$ cat config.mk
export PLATFORM = sky130hd
export DESIGN_NAME = rf_read_req_scheduler
export DESIGN_NICKNAME = d
export VERILOG_FILES = /design/src/rtl/rf_read_req_scheduler.sv
export SDC_FILE = /design/constraint.sdc
export NUM_CORES = 1
export LEC_CHECK = 0
export BUFFER_PORTS_ARGS = -buffer_cell sky130_fd_sc_hd__clkbuf_2
export CAP_MARGIN = 20
export CORE_MARGIN = 2
export CORE_UTILIZATION = 52
export DETAILED_ROUTE_END_ITERATION = 7
export PLACE_DENSITY = 0.77
export RECOVER_POWER = 25
export SLEW_MARGIN = 40
export SYNTH_ARGS = -nofsm -noshare
export SYNTH_HDL_FRONTEND = slang
export SYNTH_SLANG_ARGS = --single-unit
$ cat constraint.sdc
create_clock -name clk -period 3.4 [get_ports clk]
set_input_delay 0.51 -clock clk [delete_from_list [all_inputs] [get_ports clk]]
set_output_delay 0.51 -clock clk [all_outputs]
set_load 0.05 [all_outputs]
$ cat src/rtl/rf_read_req_scheduler.sv
// Request FIFO and bank read scheduler for the 4-bank single-ported register file.
// Optional macro RFSCHED_CONFLICT_CNT_EN adds a saturating head-stall counter output.

module rf_sched_bank_port #(
    parameter int ROW_W  = 3,
    parameter int OCID_W = 3
) (
    input  logic              clk,
    input  logic              rst,
    input  logic              iss1,
    input  logic              iss2,
    input  logic [ROW_W-1:0]  row1,
    input  logic [ROW_W-1:0]  row2,
    input  logic [OCID_W-1:0] ocid1,
    input  logic [OCID_W-1:0] ocid2,
    output logic              rd_en,
    output logic [ROW_W-1:0]  rd_row,
    output logic              tag_valid,
    output logic [OCID_W-1:0] tag_ocid
);
    assign rd_en  = iss1 | iss2;
    assign rd_row = iss1 ? row1 : (iss2 ? row2 : '0);

    // Tag trails the read by one cycle so it lines up with RF data.
    always_ff @(posedge clk) begin
        if (rst) begin
            tag_valid <= 1'b0;
            tag_ocid  <= '0;
        end else begin
            tag_valid <= rd_en;
            tag_ocid  <= iss1 ? ocid1 : (iss2 ? ocid2 : '0);
        end
    end
endmodule

module rf_read_req_scheduler #(
    parameter int FIFO_DEPTH = 4,
    parameter int ROW_W      = 3,
    parameter int OCID_W     = 3
) (
    input  logic                  clk,
    input  logic                  rst,
    input  logic                  Valid_RAU_ReqFIFO,
    input  logic                  Src1_Valid,
    input  logic [1:0]            Src1_Phy_Bank_ID,
    input  logic [ROW_W-1:0]      Src1_Phy_Row_ID,
    input  logic [OCID_W-1:0]     Src1_OCID_RAU_OC,
    input  logic                  Src2_Valid,
    input  logic [1:0]            Src2_Phy_Bank_ID,
    input  logic [ROW_W-1:0]      Src2_Phy_Row_ID,
    input  logic [OCID_W-1:0]     Src2_OCID_RAU_OC,
    input  logic                  ReqFIFO_2op_EN,
    input  logic                  WriteValid,
    input  logic [1:0]            WriteBank,
    output logic                  Full_ReqFIFO_RAU,
    output logic [3:0]            RdEn_RF,
    output logic [4*ROW_W-1:0]    RdRow_RF,
    output logic [3:0]            TagValid_OC,
`ifdef RFSCHED_CONFLICT_CNT_EN
    output logic [4*OCID_W-1:0]   TagOCID_OC,
    output logic [15:0]           ConflictCnt_RF
`else
    output logic [4*OCID_W-1:0]   TagOCID_OC
`endif
);
    localparam int PTR_W = $clog2(FIFO_DEPTH);
    localparam int CNT_W = PTR_W + 1;

    typedef struct packed {
        logic              v;
        logic [1:0]        bank;
        logic [ROW_W-1:0]  row;
        logic [OCID_W-1:0] ocid;
    } opnd_t;

    typedef struct packed {
        opnd_t s1;
        opnd_t s2;
        logic  two_op;
    } req_t;

    typedef enum logic [1:0] {IDLE, ISSUE, SECOND} state_t;

    req_t             mem [FIFO_DEPTH];
    req_t             in_req, head;
    logic [PTR_W-1:0] wr_ptr, rd_ptr;
    logic [CNT_W-1:0] count, count_nxt;
    logic             push, pop, serve;
    logic             d1, d2, d1_nxt, d2_nxt;
    logic             blk1, blk2, iss1, iss2;
    state_t           state_q, state_nxt;

    logic [3:0][ROW_W-1:0]  rd_row_b;
    logic [3:0][OCID_W-1:0] tag_ocid_b;

    always_comb begin
        in_req         = '0;
        in_req.s1.v    = Src1_Valid;
        in_req.s1.bank = Src1_Phy_Bank_ID;
        in_req.s1.row  = Src1_Phy_Row_ID;
        in_req.s1.ocid = Src1_OCID_RAU_OC;
        in_req.s2.v    = Src2_Valid;
        in_req.s2.bank = Src2_Phy_Bank_ID;
        in_req.s2.row  = Src2_Phy_Row_ID;
        in_req.s2.ocid = Src2_OCID_RAU_OC;
        in_req.two_op  = ReqFIFO_2op_EN;
    end

    assign Full_ReqFIFO_RAU = (count == CNT_W'(FIFO_DEPTH));
    assign push      = Valid_RAU_ReqFIFO & (Src1_Valid | Src2_Valid) & ~Full_ReqFIFO_RAU;
    assign head      = mem[rd_ptr];
    assign count_nxt = count + CNT_W'(push) - CNT_W'(pop);

    always_ff @(posedge clk) begin
        if (push) mem[wr_ptr] <= in_req;
    end

    always_ff @(posedge clk) begin
        if (rst) begin
            wr_ptr <= '0;
            rd_ptr <= '0;
            count  <= '0;
        end else begin
            if (push) wr_ptr <= wr_ptr + PTR_W'(1);
            if (pop)  rd_ptr <= rd_ptr + PTR_W'(1);
            count <= count_nxt;
        end
    end

    // FSM: state register
    always_ff @(posedge clk) begin
        if (rst) state_q <= IDLE;
        else     state_q <= state_nxt;
    end

    // FSM: next state
    always_comb begin
        state_nxt = state_q;
        case (state_q)
            IDLE:          if (count_nxt != '0) state_nxt = ISSUE;
            ISSUE, SECOND: state_nxt = pop ? ((count_nxt != '0) ? ISSUE : IDLE) : SECOND;
            default:       state_nxt = IDLE;
        endcase
    end

    // FSM: outputs. CDB write wins the bank; a same-bank pair holds src2 until src1 is done.
    always_comb begin
        serve  = (state_q != IDLE);
        blk1   = WriteValid & (WriteBank == head.s1.bank);
        blk2   = WriteValid & (WriteBank == head.s2.bank);
        iss1   = serve & head.s1.v & ~d1 & ~blk1;
        iss2   = serve & head.s2.v & ~d2 & ~blk2 & ~(head.two_op & ~d1);
        d1_nxt = d1 | ~head.s1.v | iss1;
        d2_nxt = d2 | ~head.s2.v | iss2;
        pop    = serve & d1_nxt & d2_nxt;
    end

    always_ff @(posedge clk) begin
        if (rst || pop) begin
            d1 <= 1'b0;
            d2 <= 1'b0;
        end else if (serve) begin
            d1 <= d1_nxt;
            d2 <= d2_nxt;
        end
    end

    for (genvar b = 0; b < 4; b++) begin : g_bank
        rf_sched_bank_port #(.ROW_W(ROW_W), .OCID_W(OCID_W)) u_port (
            .clk       (clk),
            .rst       (rst),
            .iss1      (iss1 && (head.s1.bank == 2'(b))),
            .iss2      (iss2 && (head.s2.bank == 2'(b))),
            .row1      (head.s1.row),
            .row2      (head.s2.row),
            .ocid1     (head.s1.ocid),
            .ocid2     (head.s2.ocid),
            .rd_en     (RdEn_RF[b]),
            .rd_row    (rd_row_b[b]),
            .tag_valid (TagValid_OC[b]),
            .tag_ocid  (tag_ocid_b[b])
        );
    end

    assign RdRow_RF   = rd_row_b;
    assign TagOCID_OC = tag_ocid_b;

`ifdef RFSCHED_CONFLICT_CNT_EN
    logic        stall;
    logic [15:0] conflict_cnt;

    assign stall = serve & ((head.s1.v & ~d1 & ~iss1) | (head.s2.v & ~d2 & ~iss2));

    always_ff @(posedge clk) begin
        if (rst)                                   conflict_cnt <= '0;
        else if (stall && conflict_cnt != 16'hFFFF) conflict_cnt <= conflict_cnt + 16'd1;
    end

    assign ConflictCnt_RF = conflict_cnt;
`endif
endmodule

==> results.yml <==
outcome:
  status: "completed"
worst_hold_path:
  min_from: "Src1_OCID_RAU_OC[2]"
  min_to: "mem[2][12]$_DFFE_PP_"
  hold_depth: 1
  hp-class: "in -> reg"
floorplan:
  num_rows: 33
  die-area_um2: 9430
  top_level_ports: 58
  core_area_um2: 8300
  chipHeight_um: 97.1
  initial_core_util: 0.543
  die_x_um: 97.1
yosys:
  yosysTopAreaCell: "edfxtp_1"
  ys_dominant_reg_cell: "edfxtp_1"
  synthDominantCellAreaShare: 0.506
  synth_seq_cells: 105
  synth_area_um2: 4510
  syn-num-nets: 318
  synth.distinct_cells: 50
  yosys_warnings: 0
  synth_common_cells: "76 x edfxtp_1, 29 x dfxtp_1, 16 x mux4_2"
  synth.area.top_cells: "edfxtp_1 51%, dfxtp_1 13%, mux4_2 8.0%"
  yosysMostFrequentCell: "edfxtp_1"
  syn_inst: 285
  synth_edf_count: 76
  async_flop_share: 0
  yosysSeqAreaShare: 0.635
  avgSynthCellArea_um2: 15.8
clock_tree:
  tritoncts: "done"
  insertion_delay_ps: 360
  htree_num_levels: 3
  root_buffer: "clkbuf_8"
  path_clk_slew_ps: 100
  cts_made_buffers: 9
  cts_num_sinks: 105
  max-clock-path-buffers: 2
  cts_hold_buf: 0
power:
  cellPowerDensity_nw_per_um2: 677
  finalPower_mw: 3.65
  vdd_drop_max_mv: 0.402
  leakage_nw: 1.97
worst_setup_path:
  slowest_stage: "mux4_2"
  worstSetupStartpointType: "flip-flop"
  crit_fanout: 6
  crit_required_ps: 3670
  reg2reg_depth: 12
  rrSetupSlack_ps: 50
  cp.arrival_ps: 3620
  critPathCaptureType: "flip-flop"
  crit_type: "reg -> reg"
  cp_cell_sequence: "buf_12 -> mux4_2 -> xnor2_2 -> o21ai_2 -> nor2_4 -> nor3_4 -> xor2_1 -> ha_2 -> fa_2 -> or3_4 -> or4_4 -> o41ai_2"
  r2r-end: "state_q[1]$_SDFFE_PP0P_"
  max_stage_delay_ps: 540
drt:
  first_pass_iters: 5
  wirelength_met1_um: 3560
  wl_met3_um: 519
  via_count: 2716
  drt_iter0_drc: 144
  met2WireLength_um: 4580
  drcViolationCount: 0
  final_antenna_net_count: 0
  highest_layer: "met4"
  wl_um: 8780
  vias_per_cell: 5.67
  post_drt_wl_per_cell_um: 18.3
sta:
  holdWs_ps: 385
  max_slew_margin: 0.645
  max_freq_mhz: 298
  period_share: 0.986
  rsz0062_at_grt: "yes"
  fin_crit_ps: 3350
  hold_viol_final: 0
  slew_violations: 0
  fin_skew_ps: 12.3
  worstMarginPinSlew_ps: 518
  setup_ws_ps: 49.2
  setup_viol: 0
cells_and_area:
  fillers: 610
  fin_cells: 479
  nets: 402
  drive_gt1_frac: 0.382
  insertedDiodeCount: 0
  final_core_util: 0.649
  synthToLayoutAreaGrowth_pct: 19.5
placed_design:
  dp.cells: 457
  post-place-ws_ps: -91.3
  hpwl_um: 6380
  gp_congestion: 0.838
  port_buffers: 57
grt:
  grt_max_degree: 25
  overflow: 0
  grt_pass1_vias: 2789
  grt_pass1_wl_um: 14000
  grt_usage: 0.189
  antenna_found_initial: 0
job:
  maxCapViolCount: 0
==> through the flow <==
step,TNS (ps),cell area [um^2]
5_1_grt,-262,5390
3_5_place_dp,-126,5110
6_report,0,5390
4_1_cts,-2.57,5330
3_3_place_gp,-46.4,5110
2_1_floorplan,-65.1,4520
==> flip-flops by register name, indices dropped and copies added (netlist names), named ones only <==
register and cells:
g_bank.u_port.tag_valid 4, d1 1, wr_ptr 2, g_bank.u_port.tag_ocid 12
rd_ptr 2, state_q 2, count 3, mem 76
d2 1
==> logic make-up after synthesis <==
group,after synthesis,share of synthesized area
simple gates,70,0.107
buf+inv,23,0.0297
fa+ha+maj,8,0.0239
xor+xnor,5,0.0144
compound gates,39,0.0647
flops,105,0.635
mux,35,0.125
==> layer usage <==
metal | up-vias | track usage
li1 | 1268 | -
met1 | 1331 | 0.247
met2 | 101 | 0.330
met3 | 16 | 0.0309
met4 | 0 | 0.0553
met5 | - | 0
==> critical path, delay by kind of cell, from the launching register on <==
family                   cells  cell delay [ps]
AO/OA/AOI/OAI                2              150
XOR/XNOR                     2              350
adder cells (fa/ha/maj)      2              630
buffers and inverters        1              120
flip-flops                   1              370
multiplexers                 1              540
AND/OR/NAND/NOR              4             1100
==> report_power, final <==
group / leakage (nW) / switching [mW] / internal [mW]
sequential: 0.930 / 0.0581 / 1.50
clock: 0.0936 / 0.445 / 0.281
combinational: 0.945 / 0.766 / 0.593
total: 1.97 / 1.27 / 2.38
==> worst max path at each step <==
| stage | startpoint | endpoint | slack [ps] | depth (start not counted) |
|---|---|---|---|---|
| after floorplan | flip-flop | state_q[1]$_SDFFE_PP0P_ | -70 | 13 |
| after global placement | WriteValid | state_q[1]$_SDFFE_PP0P_ | -50 | 13 |
| after detailed placement | WriteValid | state_q[1]$_SDFFE_PP0P_ | -90 | 13 |
| after CTS | flip-flop | state_q[1]$_SDFFE_PP0P_ | -3 | 13 |
| after global routing | flip-flop | state_q[1]$_SDFFE_PP0P_ | -110 | 14 |
| final | flip-flop | state_q[1]$_SDFFE_PP0P_ | 50 | 12 |
==> layout make-up <==
| class | count | area, um^2 | area share |
|---|---|---|---|
| clock buffer | 9 | 124 | 0.0230 |
| clock inverter | 7 | 61.3 | 0.0114 |
| inverter | 7 | 26.3 | 0.00488 |
| multi-input combinational | 157 | 1580 | 0.294 |
| sequential | 105 | 2870 | 0.532 |
| tap | 105 | 131 | 0.0244 |
| timing repair buffer | 89 | 596 | 0.111 |
==> repair_timing <==
action	CTS	global route
setup buffers	3	3
gates cloned	0	0
setup endpoints to repair	4	7
pin swaps	4	5
resized for setup	6	14
==> layout by cell type, fill, tap and decap left out, types with 4 or more instances in the layout <==
cell type,netlist,routed
dfxtp_1,29,27
and2_1,5,5
nand2b_1,13,13
buf_12,0,6
buf_4,8,29
edfxtp_1,76,76
clkbuf_8,0,9
inv_1,7,7
ha_1,7,6
mux2_1,4,4
nor2b_1,7,7
a22o_1,12,12
clkbuf_1,3,15
mux2i_1,11,6
clkbuf_2,0,38
a21oi_1,5,5
mux4_2,16,16
nor2_1,13,11
mux2i_2,1,5
o22ai_1,12,12
nand2_1,5,4
No activity file was read; power rests on OpenSTA's default activity.
